[src/rtl/serial_sub_engine.sv]
// serial_sub_engine: digit-serial subtractor. Computes diff = (a - b) mod 2^WIDTH
// and an unsigned borrow flag, DIGIT bits per cycle, LSB first, through a single
// borrow flop. Valid/ready handshakes on both the operand and the result side.
// WIDTH must be a multiple of DIGIT.
module serial_sub_engine #(
    parameter int WIDTH = 8,
    parameter int DIGIT = 1
) (
    input  logic             clk,
    input  logic             rst_n,
    input  logic             in_valid,
    output logic             in_ready,
    input  logic [WIDTH-1:0] a,
    input  logic [WIDTH-1:0] b,
    output logic             out_valid,
    input  logic             out_ready,
    output logic [WIDTH-1:0] diff,
    output logic             borrow,
    output logic             busy
);

    localparam int N  = WIDTH / DIGIT;
    localparam int CW = (N > 1) ? $clog2(N) : 1;

    typedef enum logic [1:0] {
        IDLE = 2'd0,
        RUN  = 2'd1,
        DONE = 2'd2
    } state_t;

    state_t           state_q, state_d;
    logic [WIDTH-1:0] a_q, a_d;        // minuend shift register
    logic [WIDTH-1:0] b_q, b_d;        // subtrahend shift register
    logic [WIDTH-1:0] res_q, res_d;    // partial result, filled from the top
    logic [WIDTH-1:0] diff_q, diff_d;  // published result, held until next job ends
    logic             brw_q, brw_d;    // running borrow between digits
    logic             borrow_q, borrow_d;
    logic [CW-1:0]    cnt_q, cnt_d;

    logic [DIGIT:0]         step;      // {borrow_out, digit_result}
    logic [WIDTH+DIGIT-1:0] res_cat;
    logic [WIDTH-1:0]       res_next;

    // One digit of subtract-with-borrow and the result register after shifting it in.
    always_comb begin
        step     = {1'b0, a_q[DIGIT-1:0]} - {1'b0, b_q[DIGIT-1:0]} - {{DIGIT{1'b0}}, brw_q};
        res_cat  = {step[DIGIT-1:0], res_q};
        res_next = res_cat[WIDTH+DIGIT-1:DIGIT];
    end

    // Next-state and datapath control for IDLE -> RUN -> DONE -> IDLE.
    always_comb begin
        // NOTE: every variable gets a default first so no path leaves it unassigned;
        // without this, synthesis infers latches for the untouched branches.
        state_d  = state_q;
        a_d      = a_q;
        b_d      = b_q;
        res_d    = res_q;
        diff_d   = diff_q;
        brw_d    = brw_q;
        borrow_d = borrow_q;
        cnt_d    = cnt_q;
        unique case (state_q)
            IDLE: begin
                if (in_valid) begin
                    a_d     = a;
                    b_d     = b;
                    brw_d   = 1'b0;
                    cnt_d   = '0;
                    state_d = RUN;
                end
            end
            RUN: begin
                a_d   = a_q >> DIGIT;
                b_d   = b_q >> DIGIT;
                res_d = res_next;
                brw_d = step[DIGIT];
                cnt_d = cnt_q + CW'(1);
                if (cnt_q == CW'(N - 1)) begin
                    // Outputs only move on this transition; IDLE keeps the last result.
                    diff_d   = res_next;
                    borrow_d = step[DIGIT];
                    state_d  = DONE;
                end
            end
            DONE: begin
                if (out_ready) begin
                    state_d = IDLE;
                end
            end
            default: state_d = IDLE;
        endcase
    end

    // State and datapath registers; asynchronous reset discards any job in flight.
    always_ff @(posedge clk or negedge rst_n) begin
        // NOTE: sequential state uses non-blocking assignments so every flop samples
        // pre-edge values; blocking here would create order-dependent simulation.
        if (!rst_n) begin
            // NOTE: every flop is reset, including the operand shifters, so the
            // engine restarts identically to power-up after a mid-job reset.
            state_q  <= IDLE;
            a_q      <= '0;
            b_q      <= '0;
            res_q    <= '0;
            diff_q   <= '0;
            brw_q    <= 1'b0;
            borrow_q <= 1'b0;
            cnt_q    <= '0;
        end else begin
            state_q  <= state_d;
            a_q      <= a_d;
            b_q      <= b_d;
            res_q    <= res_d;
            diff_q   <= diff_d;
            brw_q    <= brw_d;
            borrow_q <= borrow_d;
            cnt_q    <= cnt_d;
        end
    end

    // All outputs come straight from flops: no input-to-output combinational path.
    assign in_ready  = (state_q == IDLE);
    assign out_valid = (state_q == DONE);
    assign busy      = (state_q != IDLE);
    assign diff      = diff_q;
    assign borrow    = borrow_q;

endmodule

[config.mk]
export PLATFORM = sky130hd
export DESIGN_NAME = serial_sub_engine
export DESIGN_NICKNAME = d
export VERILOG_FILES = /design/src/rtl/serial_sub_engine.sv
export SDC_FILE = /design/constraint.sdc
export NUM_CORES = 1
export LEC_CHECK = 0
export CAP_MARGIN = 20
export CELL_PAD_IN_SITES_DETAIL_PLACEMENT = 0
export CELL_PAD_IN_SITES_GLOBAL_PLACEMENT = 2
export CORE_MARGIN = 8
export CORE_UTILIZATION = 25
export CTS_BUF_LIST = sky130_fd_sc_hd__clkbuf_16
export DETAILED_ROUTE_END_ITERATION = 10
export PLACE_DENSITY = 0.66
export SLEW_MARGIN = 20
export SYNTH_ARGS = -nofsm -noshare
export SYNTH_HDL_FRONTEND = slang
export SYNTH_SLANG_ARGS = --single-unit
[constraint.sdc]
create_clock -name clk -period 2.1 [get_ports clk]
set_clock_uncertainty 0.05 [all_clocks]
set_input_delay 0.21 -clock clk [delete_from_list [all_inputs] [get_ports clk]]
set_output_delay 0.21 -clock clk [all_outputs]
set_load 0.1 [all_outputs]
======== After elaboration in Yosys (flattened, before gate mapping) ========
Cells that the tools add are included.
cells by class
  add/sub/neg operators ................... 3
  equality and inequality tests ........... 6
  mux-type cells .......................... 12
  reduce and logical (&&, ||, !) cells .... 6
operators with widths
  operator               number
  $pmux W8 S2            2
  $mux W8                2
  $mux W2                3
  $pmux W2 S3            1
  $pmux W3 S2            1
  $ne A2 B2 Y1 const B   2
  $reduce_and A2 Y1      2
  $reduce_bool A2 Y1     2
  $add A3 B1 Y3 const B  1
  $eq A3 B3 Y1 const B   1
  $mux W3                1
  $reduce_and A3 Y1      1
  $eq A2 B1 Y1 const B   1
  $eq A2 B2 Y1 const B   1
  $logic_not A2 Y1       1
  $ne A2 B1 Y1 const B   1
  $pmux W1 S2            1
  $sub A1 B1 Y2          1
  $sub A2 B1 Y2          1
  $mux W1                1
storage, ports and cells
  register bits ........................... 39
  bits of input ports ..................... 20
  output and inout port bits .............. 12

======== Longest topological paths before layout ========
Gate-level depths: netlist of run 1.
  depth in word-level cells ............... 3
  gate-level depth with buffers ........... 5
  mapped depth without buffers ............ 4

======== Worst setup path after synthesis of run 1 ========
No wires, ideal clock.
  kind .................................... reg2out
  start ................................... register state_q[0]
  end ..................................... output port busy
  arrival time ............................ 2.800 ns
  data required time ...................... 1.840 ns
  path slack .............................. -0.960 ns
  cell stages (with the launch flop) ...... 4
  path buffers ............................ 1
  cells stage by stage .................... dfrtp_1 > buf_4 > nor2_1 > inv_1
between the ends
  word-level cells in the longest chain between the ends .. 1
RTL lines
  element                 line  text
  from (decl)             31    state_t state_q, state_d;
  from (signal assigned)  111   state_q <= state_d;
  $reduce_bool A2 Y1      125   assign busy = (state_q != IDLE);
  to (decl)               19    output logic busy
No other way between the ends.

======== Final worst setup path of run 1 ========
Same ends and word-level chain as after synthesis.

==> metrics.md, run 1 <==
| Metric | Value |
|---|---|
| Status | `finished with violations` |
| Failing checks | `negative hold slack` |
| Die X-Extent | `102 µm` |
| Vias in the first global route | `1293` |
| Place WS | `slightly above 400 ps` |
| Global-route wire length before repair | `6550 µm` |
| Clock root buffer | `clkbuf_16` |
| Hold_ws | `-9.48 ps` |
| Register-to-Register Path Depth | `2` |
| Htree depth | `2` |
| Max-cap viol count | `0` |
| CTS sink cnt | `38` |
| Total Routing Usage GR | `slightly above 8%` |
| Num CTS Buffers | `5` |
| Yosys top cell by area | `dfrtp_1` |
| Worst-Skew Late Latency | `280 ps` |
| Buffers on Ports | `31` |
| Hold buffers post-CTS | `0` |
| Synth Register Bits | `38` |
| Type of destination of the critical path | `output port` |
| Tcrit/Tclk final | `84.9%` |
| Final setup TNS | `0 ps` |
| Sequential share of the synthesized area | `50.9%` |
| Routed WL | `between 3000 and 4000 µm` |
| Synth Flop Type | `dfrtp_1` |
| Syn avg cell area | `between 10 and 15 µm²` |
| Final WS setup | `317 ps` |
| Fraction of registers with async set/reset | `100%` |
| DR WL/cell | `13.9 µm` |
| Post-synthesis adder-cell area fraction | `2.41%` |
| Final hold violations | `7` |
| Die height | `102 µm` |
| Post-synth EDFFs | `0` |
| RSZ-0062 raised after global routing | `no` |
| Multiplexer area fraction after synthesis | `12.9%` |
| Max Slew Vio Count | `0` |
| Slew @ Worst Pin | `864 ps` |
| Core ar. | `7250 µm²` |
| Reg2reg setup slack | `540 ps` |
| Final Non-Filler Cells | `277` |
| Fraction of layout cells with a size suffix above 1 | `between 20% and 30%` |
| Post-Syn Nets | `~170` |
| Worst Setup Path Type | `reg2out` |
| Final Net Count | `200` |
| Routability cong. | `0.777` |
| Arrival time worst endpoint | `1520 ps` |
| Final setup violation count | `0` |
| Initial antenna violation count | `0` |
| DP HPWL | `roughly 2700 µm` |
| Largest family of logic cells by synthesized area | `simple AND/OR/NAND/NOR gates` |
| Fmax | `561 MHz` |
| Max_slew headroom | `42.4%` |
| Fillcell total | `720` |
| Area Growth Syn to Fin | `31.2%` |
| Post-synth cell types | `23` |
| Vias | `1225` |
| # Post-CTS Setup Buffers | `0` |
| Total of warnings raised by yosys | `0` |
| Ant. Diodes | `0` |
| Largest net degree at the start of global routing | `39` |
| Vias per Instance | `4.42` |
| CTS max path bufs | `2` |
| Fin crit period | `approximately 1800 ps` |
| Crit Reg-Reg Endpoint | `res_q[2]$_DFFE_PN0P_` |
| Number of DRC markers in iteration 0 | `35` |
| Top area cells in the synthesized netlist | `dfrtp_1, mux2_4, nor4b_1` |
| Worst Path Max Fanout | `13` |
| Synth Area in Compound Gates | `9.65%` |
| Boundary pin count | `32` |
| Pwr dens | `1800 nW/µm²` |
| Initial Util | `25.8%` |
| Top cell type's share of synthesized area | `50.9%` |
| Clock slew at reported path FFs | `60 ps` |
| First-pass DRT Iterations | `4` |
| Worst hold path type | `in2async` |
| Post-CTS sizing | `0` |
| Syn Std Cell Area | `about 1900 µm²` |
| DRC violations left | `0` |
| Total Power | `roughly 0.0044 W` |
| GR Overflow Total | `0` |
| Simple-gate portion of the synthesized area | `15.1%` |
| Xor/xnor share of the synthesized area | `0%` |
| WP data required | `1840 ps` |
| Row count | `31` |
| Inst Count DP | `269` |
| Crit path launch type | `flop` |
| Final antenna-violating net count | `0` |
| Reg-to-Reg Start | `state_q[0]$_DFFE_PN0P_` |
| Max VDD drop | `717 µV` |
| Synth Instances | `around 150` |
| Full die area | `10500 µm²` |
| CTS tree | `yes` |
| Leakage | `1.11 nW` |
==> per-layer routing <==
metal	global-route usage, %	share of wire (%)	up-vias
li1	-	-	584
met2	11.3	44	35
met1	11.0	49	604
met4	2.71	0.75	0
met5	0	0	-
met3	3.07	6.3	2
==> synthesized netlist by cell type (all sizes together) (2+ instances only) <==
| cell type | count |
|---|---|
| dfrtp | 38 |
| inv | 18 |
| mux2 | 15 |
| a211oi | 14 |
| nor3b | 14 |
| nor4b | 14 |
| buf | 12 |
| nand2b | 4 |
| a22o | 3 |
| a32o | 2 |
| ha | 2 |
| mux2i | 2 |
==> stage by stage <==
stage | utilization, % | area, µm²
5_1_grt | 33.8 | 2450
3_5_place_dp | 31.1 | 2260
3_3_place_gp | 31.1 | 2260
4_1_cts | 33.8 | 2450
2_1_floorplan | - | 1880
6_report | 33.8 | 2450
==> sequential cells by signal, summed over array words and instances, names as in the netlist <==
register	flops
a_q	8
b_q	8
borrow	1
brw_q	1
cnt_q	3
diff	8
res_q	7
state_q	2
==> cell families (layout without fill, tap and decap cells) <==
kind of cell    Yosys count  in the layout
flops                    38             38
simple gates             35             35
buf+inv                  31             63
compound gates           22             22
mux                      17             17
fa+ha+maj                 3              3
==> final cells by class <==
cell class                      count  area, µm²  share of cell area, %
Clock buffer                        5        125                   5.10
Clock inverter                      3       68.8                   2.81
Tap cell                           99        124                   5.05
Timing Repair Buffer               37        358                   14.6
Multi-Input combinational cell     77        757                   30.9
Inverter                           18       67.6                   2.76
Sequential cell                    38        951                   38.8
==> worst max path at each step <==
stage / start / endpoint / slack [ps] / depth (start not counted)
after floorplan: state_q[0]$_DFFE_PN0P_ / busy / 230 / 3
after global placement: in_valid / b_q[1]$_DFFE_PN0P_ / 460 / 4
after detailed placement: in_valid / b_q[0]$_DFFE_PN0P_ / 400 / 4
after CTS: state_q[0]$_DFFE_PN0P_ / busy / 300 / 4
after global routing: state_q[0]$_DFFE_PN0P_ / busy / 220 / 4
final: state_q[0]$_DFFE_PN0P_ / busy / 320 / 4
==> where the power goes <==
| group | internal (W) | total, W | leakage, nW | switching, W |
|---|---|---|---|---|
| sequential | 0.00108 | 0.00133 | 0.457 | 0.000243 |
| combinational | 0.000836 | 0.00210 | 0.563 | 0.00126 |
| clock | 0.000682 | 0.000987 | 0.0940 | 0.000304 |
==> placed cells by master (no fill, tap or decap), drive strengths merged, types with 2 or more instances in the layout <==
cell and count:
bufinv 2, mux2i 2, nor4b 14, nor3b 14
a22o 3, a32o 2, clkdlybuf4s50 18, nand2b 4
buf 19, dfrtp 38, a211oi 14, clkbuf 5
mux2 15, inv 18, ha 2
==> worst max-delay path, stage by stage, from the launching register on <==
cell,delay [ps]
dfrtp_1,640
buf_4,270
nor2_4,60
inv_1,90
buf_12,180
Power figures use the tool's default switching activity.
==> run 2: changes to the inputs <==
==> constraint.sdc (replaced) <==
create_clock -name clk -period 1.7 [get_ports clk]
set_clock_uncertainty 0.05 [all_clocks]
set_input_delay 0.17 -clock clk [delete_from_list [all_inputs] [get_ports clk]]
set_output_delay 0.17 -clock clk [all_outputs]
set_load 0.1 [all_outputs]
==> run 2 against run 1 <==
The flow now finishes without violations. Flip-flop and latch count did not move. Utilization is 1.9 points higher. Hold slack gained 430 ps. First-iteration DRC count is 5.7% lower. Register-to-register slack worse by 340 ps. Sequential power up 25%. Critical path depth unchanged. Critical path type unchanged.
==> metrics.md, run 2 (synthesis results as in run 1) <==
| Metric | Value |
|---|---|
| GR Overflow Total | `0 (unchanged)` |
| Leading cell type in the layout, fill and taps excluded | `dfrtp_1 (unchanged)` |
| RSZ-0062 raised after global routing | `no (unchanged)` |
| Tcrit/Tclk final | `a little over 90%` |
| Area Growth Syn to Fin | `38.4% (was 31.2%)` |
| Leakage | `1.15 nW (was 1.11 nW)` |
| Crit path launch type | `flop (unchanged)` |
| Final setup TNS | `0 ps (unchanged)` |
| DR WL/cell | `13.7 µm (was 13.9 µm)` |
| Pwr dens | `2230 nW/µm² (was 1800 nW/µm²)` |
| Max-cap viol count | `0 (unchanged)` |
| Number of DRC markers in iteration 0 | `33 (was 35)` |
| Vias in the first global route | `1411 (was 1293)` |
| Sequential cell area | `951 µm² (unchanged)` |
| Max VDD drop | `932 µV (was 717 µV)` |
| Routability cong. | `0.719 (was 0.777)` |
| Status | `completed (was finished with violations)` |
| Vias per Instance | `4.49 (was 4.42)` |
| Arrival time worst endpoint | `1370 ps (was 1520 ps)` |
| Fin area | `2590 µm² (was 2450 µm²)` |
| Worst Path Max Fanout | `22 (was 13)` |
| WP data required | `1480 ps (was 1840 ps)` |
| Final hold violations | `0 (was 7)` |
| Post-DP Area | `2380 µm² (was 2260 µm²)` |
| Initial Util | `25.8% (unchanged)` |
| Hold_ws | `419 ps (was -9.48 ps)` |
| # Post-CTS Setup Buffers | `0 (unchanged)` |
| Boundary pin count | `32 (unchanged)` |
| Global-route wire length before repair | `6570 µm (was 6550 µm)` |
| Type of destination of the critical path | `output port (unchanged)` |
| Full die area | `10500 µm² (unchanged)` |
| First-pass DRT Iterations | `4 (unchanged)` |
| Clock slew at reported path FFs | `60 ps (about the same)` |
| Slew @ Worst Pin | `517 ps (was 864 ps)` |
| CTS max path bufs | `2 (unchanged)` |
| Multi-input gate area | `757 µm² (unchanged)` |
| Total Routing Usage GR | `7.82% (was 8.09%)` |
| Routed WL | `3820 µm (was 3840 µm)` |
| Worst hold path type | `in2async (unchanged)` |
| Clock root buffer | `clkbuf_16 (unchanged)` |
| Die X-Extent | `102 µm (unchanged)` |
| Worst Setup Path Type | `reg2out (unchanged)` |
| Fin crit period | `1590 ps` |
| Fraction of layout cells with a size suffix above 1 | `25.1% (was 25.3%)` |
| Fillcell total | `713 (was 720)` |
| Htree depth | `2 (unchanged)` |
| Total Power | `0.00576 W (was 0.00441 W)` |
| Vias | `1248 (was 1225)` |
| CTS tree | `yes (unchanged)` |
| Initial antenna violation count | `0 (unchanged)` |
| Core ar. | `7250 µm² (unchanged)` |
| Final Net Count | `201 (was 200)` |
| Ant. Diodes | `0 (unchanged)` |
| Buffers on Ports | `31 (unchanged)` |
| Die height | `102 µm (unchanged)` |
| Most frequent cells in the layout | `dfrtp_1, inv_1, clkdlybuf4s50_1 (was dfrtp_1, inv_1, clkdlybuf4s50_1, buf_4)` |
| Final core utilization | `35.7% (was 33.8%)` |
| Largest net degree at the start of global routing | `39 (unchanged)` |
| CTS sink cnt | `38 (unchanged)` |
| Max Slew Vio Count | `0 (unchanged)` |
| Num CTS Buffers | `5 (unchanged)` |
| Final setup violation count | `0 (unchanged)` |
| Fmax | `629 MHz` |
| DP HPWL | `2690 µm (was 2730 µm)` |
| Max_slew headroom | `65.4% (was 42.4%)` |
| Row count | `31 (unchanged)` |
| Final antenna-violating net count | `0 (unchanged)` |
| Worst-Skew Late Latency | `280 ps (about the same)` |
| Post-CTS sizing | `0 (unchanged)` |
| DRC violations left | `0 (unchanged)` |
==> run 2: changes by cell type in the layout (fill, tap and decap cells not counted) <==
cell,previous run,this run
buf_12,3,13
buf_4,15,5
dlygate4sd3_1,0,1
==> run 2: final cells by class <==
| class | instances | share of cell area, % |
|---|---|---|
| Inverter | 18 | 2.61 |
| Timing Repair Buffer | 38 | 19.1 |
| Clock inverter | 3 | 2.66 |
| Multi-Input combinational cell | 77 | 29.3 |
| Tap cell | 99 | 4.79 |
| Sequential cell | 38 | 36.8 |
| Clock buffer | 5 | 4.84 |
==> run 2: worst paths after layout <==
path / cells past startpoint / from / to / slack (ps)
min in group clk: 2 / out_ready / state_q[1]$_DFFE_PN0P_ / 420
hold reg to reg: 1 / b_q[7]$_DFFE_PN0P_ / b_q[7]$_DFFE_PN0P_ / 450
setup / recovery: 4 / state_q[0]$_DFFE_PN0P_ / busy / 110
hold / removal: 3 / rst_n / diff[5]$_DFFE_PN0P_ / 420
setup reg to reg: 4 / cnt_q[0]$_DFFE_PN0P_ / diff[3]$_DFFE_PN0P_ / 200
max in group asynchronous: 3 / rst_n / a_q[0]$_DFFE_PN0P_ / 820
==> run 2: repair_timing <==
item,CTS,global route
endpoints found under the setup margin,0,0
hold buffers,1,0
endpoints found under the hold margin,38,0
==> run 2: report_power, final <==
group          total (W)  leakage [nW]  internal [W]  switching [W]
combinational    0.00290         0.604       0.00129        0.00161
clock            0.00121        0.0940      0.000843       0.000363
sequential       0.00166         0.457       0.00134       0.000316
total            0.00576          1.15       0.00347        0.00229
==> run 2: per-stage QoR <==
step	setup slack (ps)	instances
detailed placement	114	269
finish	109	278
global placement	163	269
floorplan	-126	146
CTS	90.8	278
global route	39.2	278
==> run 2: worst max-delay path, stage by stage (launching register included) <==
cell and delay, ps:
dfrtp_1 430, buf_4 230, nor2_4 160, inv_1 100, buf_12 170
==> run 2: layer usage <==
layer	vias up	track usage (%)	wire, µm
met5	-	0	0
met4	0	2.03	18
met3	2	3.68	347
met2	37	12.4	1760
met1	622	9.23	1700
li1	587	-	-
==> edit, RTL diff (settings of run 1) <==
The parameter `WIDTH` goes from 8 to 16.
--- a/src/rtl/serial_sub_engine.sv
+++ b/src/rtl/serial_sub_engine.sv
@@ -3,7 +3,7 @@
 // borrow flop. Valid/ready handshakes on both the operand and the result side.
 // WIDTH must be a multiple of DIGIT.
 module serial_sub_engine #(
-    parameter int WIDTH = 8,
+    parameter int WIDTH = 16,
     parameter int DIGIT = 1
 ) (
     input  logic             clk,
Ports: changed (resized a, b and diff); port bits go from 32 to 56. No check against the original RTL was run, so the function may have changed too.
==> edit against run 1 <==
Design area up 78%. Synthesized area up 74%. Routed wire length up 110%. Sequential cell count up 33. First-iteration DRC count rose to 4.0 times the old value. Count of clock-buffer cells in the layout up 4. Die area up 61%. Maximum frequency down 1.2%. Core utilization up 0.60 points. Power up 67%. Worst setup slack worse by 0.022 ns. Critical path type unchanged. Largest cell class unchanged.
==> edit: results (changes against run 1) <==
Run status
Outcome: finished clean (was finished with violations).

Detailed routing
The per-cell routed wire length is 15.0 um (was 13.9 um). The initial detailed-routing violation count is 141 (was 35). The total length of routed met3 wires is 501 um (was 243 um). The ratio of routed vias to standard cells is 4.48 (was 4.42).

Logic synthesis
The net count after synthesis is 347 (was 169). Synth top cells by count: dfrtp_1 (71), nand2_1 (48), a21oi_1 (31) (was dfrtp_1 (38), inv_1 (18)). The count of distinct cell types in the synthesized netlist is 32 (was 23). Largest cells by area after synthesis: dfrtp_1 (55%), a22oi_1 (6.7%), nor2b_1 (5.6%), nand2_1 (5.5%), a21oi_1 (4.8%) (was dfrtp_1 (51%), mux2_4 (11%), nor4b_1 (6.6%), a211oi_1 (5.6%), nor3b_1 (5.6%)).

CTS
The clock latency at the later pin of the worst-skew pair came to 0.33 ns (was 0.28 ns). The number of levels in the clock H-tree was 3 (was 2). The total CTS buffers is 9 (was 5).

Pwr
The sequential-cell power consumption is 2.36 mW (was 1.33 mW). The combinational fraction of design power is 0.444 (was 0.476). The internal power of the cells is 4.19 mW (was 2.60 mW).

Layout
The post-layout net count was 403 (was 200). The number of fillers in the final layout is 1,323 (was 720). The final standard cell count with taps included and fillers excluded is 541 (was 277).

Place
The weighted congestion reported at the end of routability-driven placement is 0.682 (was 0.777). The half-perimeter wire length after placement is 5260 um (was 2730 um). The total placed cells including tap cells was 525 (was 269).

Timing
The actual transition at the worst max-transition pin is 0.497 ns (was 0.864 ns). The final number of hold-violating endpoints is 0 (was 7).

Worst setup path
The critical register-to-register path endpoint is borrow (was res_q[2]). The register-to-register setup slack came to 0.44 ns (was 0.54 ns). The maximum net fanout on the critical path is 38 (was 13). The arrival time reported for the critical path endpoint is 1.54 ns (was 1.52 ns).

GRT
The combined global-route utilization of all metal layers is 0.103 (was 0.0809). The via count of the first global-routing pass was 2,519 (was 1,293). The wire length of the first global-routing pass is 13,400 um (was 6550 um).
edit: cell count changes after synthesis, moves of 14 or more:
cell,change
nand2_1,+48
dfrtp_1,+33
a21oi_1,+30
a22oi_1,+29
nor2b_1,+28
o21ai_0,+28
a211oi_1,-14
inv_1,-14
nor3b_1,-14
nor4b_1,-14
edit: cell type report:
type | instances | share of cell area
multi-input combinational | 212 | 0.310
sequential | 71 | 0.408
timing repair buffer | 67 | 0.153
tap | 172 | 0.0494
inverter | 4 | 0.00345
clock buffer | 9 | 0.0517
clock inverter | 6 | 0.0253
edit: worst min path at each step:
stage | from | to | slack [ns]
after floorplan | rst_n | a_q[0] | -0.14
after global placement | rst_n | a_q[8] | 0.16
after detailed placement | rst_n | a_q[8] | 0.16
after CTS | rst_n | a_q[8] | 0.34
after global routing | rst_n | a_q[2] | 0.38
final | rst_n | a_q[8] | 0.34
edit: through the flow:
step	power, mW	setup slack [ns]	area [um^2]	hold WS [ns]
CTS	7.49	0.267	4360	0.344
global placement	5.67	0.467	4010	0.161
floorplan	4.80	0.0657	3260	-0.136
global route	7.85	0.245	4360	0.379
detailed placement	5.71	0.413	4010	0.163
finish	7.37	0.295	4360	0.335
edit: cells by family (layout without fill, tap and decap cells):
group | Yosys count | count (layout) | synth area share
AOI/OAI and AO/OA | 101 | 101 | 0.186
and+or+nand+nor | 91 | 91 | 0.145
DFF | 71 | 71 | 0.545
buffers and inverters | 26 | 86 | 0.0434
muxes | 18 | 18 | 0.0707
adders and majority gates | 2 | 2 | 0.00998
edit: critical path, stage by stage (launching register included):
cell and delay, ns:
dfrtp_1 0.41, buf_12 0.19, or2_2 0.33, inv_1 0.11, buf_12 0.18
